File: config.mk
export PLATFORM = sky130hd
export DESIGN_NAME = dds_pinc_sweeper
export DESIGN_NICKNAME = d
export VERILOG_FILES = /design/src/rtl/dds_pinc_sweeper.sv
export SDC_FILE = /design/constraint.sdc
export NUM_CORES = 1
export LEC_CHECK = 0
export ABC_AREA = 1
export BUFFER_PORTS_ARGS = -buffer_cell sky130_fd_sc_hd__buf_2
export CAP_MARGIN = 10
export CORE_MARGIN = 3
export CORE_UTILIZATION = 54
export DETAILED_ROUTE_END_ITERATION = 8
export GPL_TIMING_DRIVEN = 0
export MAX_ROUTING_LAYER = met4
export PLACE_DENSITY = 0.8
export SLEW_MARGIN = 40
export SYNTH_ARGS = -nofsm -noshare
export SYNTH_HDL_FRONTEND = slang
export SYNTH_SLANG_ARGS = --single-unit
File: constraint.sdc
create_clock -name aclk -period 2.1 [get_ports aclk]
set_input_delay 0.315 -clock aclk [delete_from_list [all_inputs] [get_ports aclk]]
set_output_delay 0.315 -clock aclk [all_outputs]
set_load 0.01 [all_outputs]
File: src/rtl/dds_pinc_sweeper.sv
// rtl/dds_pinc_sweeper.sv - DDS phase-increment sweep sequencer driving the config stream
// Sends start, start+step, ... then holds each word for dwell plus the DDS output latency.
module dds_pinc_sweeper #(
  parameter int PINC_WIDTH  = 16,
  parameter int DWELL_WIDTH = 32,
  parameter int LATENCY     = 7
) (
  input  logic                   aclk,
  input  logic                   aresetn,
  input  logic                   start,
  input  logic                   abort,
  input  logic [PINC_WIDTH-1:0]  cfg_start_pinc,
  input  logic [PINC_WIDTH-1:0]  cfg_step_pinc,
  input  logic [15:0]            cfg_num_steps,
  input  logic [DWELL_WIDTH-1:0] cfg_dwell,
  output logic                   m_axis_config_tvalid,
  input  logic                   m_axis_config_tready,
  output logic [PINC_WIDTH-1:0]  m_axis_config_tdata,
  output logic                   busy,
  output logic                   done,
  output logic [15:0]            step_idx
);

  localparam logic [1:0] S_IDLE  = 2'd0;
  localparam logic [1:0] S_SEND  = 2'd1;
  localparam logic [1:0] S_DWELL = 2'd2;
  localparam logic [1:0] S_DONE  = 2'd3;

  localparam logic [DWELL_WIDTH:0] LAT_EXT = (DWELL_WIDTH+1)'(LATENCY);
  localparam logic [DWELL_WIDTH:0] ONE     = (DWELL_WIDTH+1)'(1);
  localparam logic [DWELL_WIDTH:0] ZERO    = '0;

  logic [1:0]            state;
  logic [PINC_WIDTH-1:0] pinc_reg;
  logic [PINC_WIDTH-1:0] step_reg;
  logic [15:0]           num_reg;
  logic [DWELL_WIDTH:0]  dwell_n_reg;
  logic [DWELL_WIDTH:0]  dwell_cnt;
  logic                  abort_pend;

  // One extra bit keeps dwell + LATENCY from overflowing; a zero sum still dwells one cycle.
  logic [DWELL_WIDTH:0]  dwell_sum;
  logic [DWELL_WIDTH:0]  dwell_n;

  assign dwell_sum = {1'b0, cfg_dwell} + LAT_EXT;
  assign dwell_n   = (dwell_sum == ZERO) ? ONE : dwell_sum;

  assign m_axis_config_tdata = pinc_reg;

  always_ff @(posedge aclk or negedge aresetn) begin
    if (!aresetn) begin
      state                <= S_IDLE;
      pinc_reg             <= '0;
      step_reg             <= '0;
      num_reg              <= '0;
      dwell_n_reg          <= '0;
      dwell_cnt            <= '0;
      abort_pend           <= 1'b0;
      m_axis_config_tvalid <= 1'b0;
      busy                 <= 1'b0;
      done                 <= 1'b0;
      step_idx             <= '0;
    end else begin
      done <= 1'b0;
      case (state)
        S_IDLE: begin
          if (start && !abort) begin
            pinc_reg    <= cfg_start_pinc;
            step_reg    <= cfg_step_pinc;
            num_reg     <= cfg_num_steps;
            dwell_n_reg <= dwell_n;
            abort_pend  <= 1'b0;
            step_idx    <= '0;
            busy        <= 1'b1;
            if (cfg_num_steps == 16'd0) begin
              state <= S_DONE;
              done  <= 1'b1;
            end else begin
              state                <= S_SEND;
              m_axis_config_tvalid <= 1'b1;
            end
          end
        end

        S_SEND: begin
          if (m_axis_config_tready) begin
            m_axis_config_tvalid <= 1'b0;
            if (abort || abort_pend) begin
              state      <= S_IDLE;
              busy       <= 1'b0;
              abort_pend <= 1'b0;
            end else begin
              dwell_cnt <= dwell_n_reg;
              state     <= S_DWELL;
            end
          end else if (abort) begin
            abort_pend <= 1'b1;
          end
        end

        S_DWELL: begin
          if (abort) begin
            state <= S_IDLE;
            busy  <= 1'b0;
          end else if (dwell_cnt == ONE) begin
            if (step_idx == num_reg - 16'd1) begin
              state <= S_DONE;
              done  <= 1'b1;
            end else begin
              step_idx             <= step_idx + 16'd1;
              pinc_reg             <= pinc_reg + step_reg;
              m_axis_config_tvalid <= 1'b1;
              state                <= S_SEND;
            end
          end else begin
            dwell_cnt <= dwell_cnt - ONE;
          end
        end

        default: begin
          state <= S_IDLE;
          busy  <= 1'b0;
        end
      endcase
    end
  end

endmodule
==> flow_summary.json <==
{
  "vias": 10300,
  "period_share_pct": 106,
  "h-tree-depth": 4,
  "core_um2": 16900,
  "finalClockSkew_ps": 11.1,
  "die_height_um": 139,
  "max_freq_mhz": 450,
  "end_kind": "flip-flop",
  "crit_path_start_kind": "flip-flop",
  "dr.pass1.iters": 6,
  "grt_overflow": 0,
  "initial_core_util_pct": 56.3,
  "worst_slew_pin_slew_ps": 740,
  "area_growth_syn_to_layout_pct": 21.8,
  "io_buffers": 119,
  "grt_pass1_wl_mm": 48.1,
  "syn_inst": 1441,
  "drc": 0,
  "drtIter0Drc": 1005,
  "grt_pass1_vias": 9614,
  "failed_checks": "setup timing",
  "clk_latency_ps": 430,
  "die_area_um2": 19300,
  "yosys.area.top_type": "dfrtp_1",
  "ys_warn_count": 0,
  "worstPathArrival_ps": 2580,
  "synth_fp_nets": 1548,
  "slew-limit-headroom_pct": 50.7,
  "synth-edff-count": 0,
  "ys_types": 42,
  "yosysTopAreaCellShare_pct": 35.7,
  "async_flop_share_pct": 100,
  "hold_viol": 0,
  "syn_area_um2": 9540,
  "cts-root-buf": "clkbuf_16",
  "wirelength_mm": 29.9,
  "rsz0062_at_grt": "yes",
  "die_w_um": 139,
  "routedWlPerCell_um": 16.2,
  "hold_path_depth": 3,
  "hold_path_class": "input pin to flip-flop",
  "place_ws_ps": -329,
  "antenna_left": 0,
  "drive_gt1_share_pct": 19.0,
  "min_from": "cfg_step_pinc[7]",
  "synth_ff_type": "dfrtp_1",
  "crit_fanout": 6,
  "grt_max_degree": 74,
  "ios": 120,
  "cts_tree": "yes",
  "clk_pin_slew_ps": 70,
  "r2r_setup_slack_ps": -120,
  "final_max_slew_viol_count": 0,
  "cts_buffers": 17,
  "synth.avg_cell_area_um2": 6.62,
  "finalCriticalPeriod_ps": 2220,
  "routabilityCongestion": 0.998,
  "critPathKind": "flip-flop to flip-flop",
  "clockBufferDepth": 2,
  "rows": 47,
  "ys_top_cells_by_count": "nand2_1, nor2_1, inv_1",
  "ys_seq_area_share_pct": 35.7,
  "fin_util_pct": 68.6,
  "worstPathRequired_ps": 2460,
  "antenna_found_initial": 1,
  "dp_hpwl_mm": 22.1,
  "crit-reg2reg-launch": "num_reg[0]",
  "ys_top_cells_by_area": "dfrtp_1, nand2_1, nor2_1",
  "maxCapViolCount": 0,
  "ys_ff_latch": 136,
  "holdWs_ps": 79.1,
  "cts_sinks": 136,
  "run_status": "finished, violations left",
  "fin_nets": 1718,
  "setup_viol": 33,
  "timing.final.ws_setup_ps": -120,
  "dp_cells": 1781,
  "p_per_area_nw_per_um2": 1350,
  "cellLeakagePower_uw": 0.00584,
  "r2r-end": "step_idx[10]",
  "yosysMostFrequentCell": "nand2_1",
  "reg2regPathDepth": 16,
  "via_per_inst": 5.58,
  "vdd_drop_max_v": 0.000743,
  "holdPathEnd": "step_reg[7]",
  "fillers": 1435,
  "grt.total_usage_pct": 31.5,
  "fin_cells": 1844
}
## metal layers
metal / part of all wire (%) / GRT usage, % / up-vias
met1: 44 / 42.7 / 4702
met2: 44 / 47.4 / 519
met4: 2.7 / 10.2 / 0
met5: 0 / - / -
met3: 9.2 / 6.76 / 83
li1: - / - / 4992
## final cells by class
class                           instances  area, µm²  share of cell area (%)
Buffer                                 44        254                    2.19
Clock inverter                         14        174                    1.50
Inverter                              149        559                    4.81
Clock buffer                           17        425                    3.66
Sequential cell                       136       3410                    29.4
Antenna cell                            1       2.50                  0.0215
Timing Repair Buffer                  151        883                    7.60
Tap cell                              220        275                    2.37
Multi-Input combinational cell       1112       5630                    48.5
## per-stage QoR
| step | setup TNS, ps | power [µW] | cell area, µm² |
|---|---|---|---|
| final | -2940 | 15700 | 11600 |
| after global routing | -11170 | 16900 | 11600 |
| after CTS | -1790 | 15100 | 11300 |
| after detailed placement | -14260 | 11500 | 10400 |
| after global placement | -173730 | 11400 | 10400 |
| after floorplan | 0 | 9510 | 9540 |
## worst max path at each step
stage | startpoint | to | slack [ps] | cells after the start
2_1_floorplan | num_reg[0] | m_axis_config_tdata[11] | 80 | 13
3_3_place_gp | aresetn | step_idx[8] | -1190 | 1
3_5_place_dp | num_reg[0] | m_axis_config_tdata[7] | -330 | 14
4_1_cts | num_reg[0] | step_idx[10] | -90 | 14
5_1_grt | num_reg[0] | m_axis_config_tdata[2] | -360 | 16
6_report | num_reg[0] | step_idx[10] | -120 | 16
## worst max-delay path: stages (launching register included)
cell and delay [ps]:
dfrtp_1 390, inv_2 100, ha_4 180, nand2_4 80
buf_6 120, nor2_1 110, nand2_1 80, nand3b_1 130
nand2_1 60, nor2_1 80, nand2_1 80, nor2_4 120
nand3_4 140, nand3_4 180, buf_6 160, nand2_2 50
nand2_1 80
## power breakdown
| group | switching, µW | internal, µW |
|---|---|---|
| Sequential | 1080 | 3760 |
| Combinational | 4860 | 2860 |
| Clock | 1230 | 1870 |
## cells by family after synthesis
kind of cell             count (synthesis)  synth area share [%]
AO/OA/AOI/OAI                          180                  10.1
flip-flops                             136                  35.7
AND/OR/NAND/NOR                        850                  37.8
buffers and inverters                  193                  7.96
adder cells (fa/ha/maj)                 22                  2.96
XOR/XNOR                                60                  5.51
## timing repair
item | 4_1_cts | 5_1_grt
gates cloned | 2 | 0
buffers inserted | 13 | 15
gates resized for setup | 62 | 72
hold buffers | 1 | 0
endpoints found under the hold margin | 63 | 0
endpoints found under the setup margin | 71 | 88
pin swaps | 17 | 20
## placed cells by master (no fill, tap or decap), types with 19 or more instances in the layout
cell type,netlist,routed
a21oi_1,42,42
buf_2,10,122
buf_4,0,31
dfrtp_1,136,130
inv_1,144,139
nand2_1,475,446
nand2_2,3,30
nand3_1,72,70
nand4_1,55,55
nor2_1,186,166
nor3_1,24,21
o21ai_0,110,105
xnor2_1,19,19
xor2_1,41,40
Power figures use the tool's default switching activity.
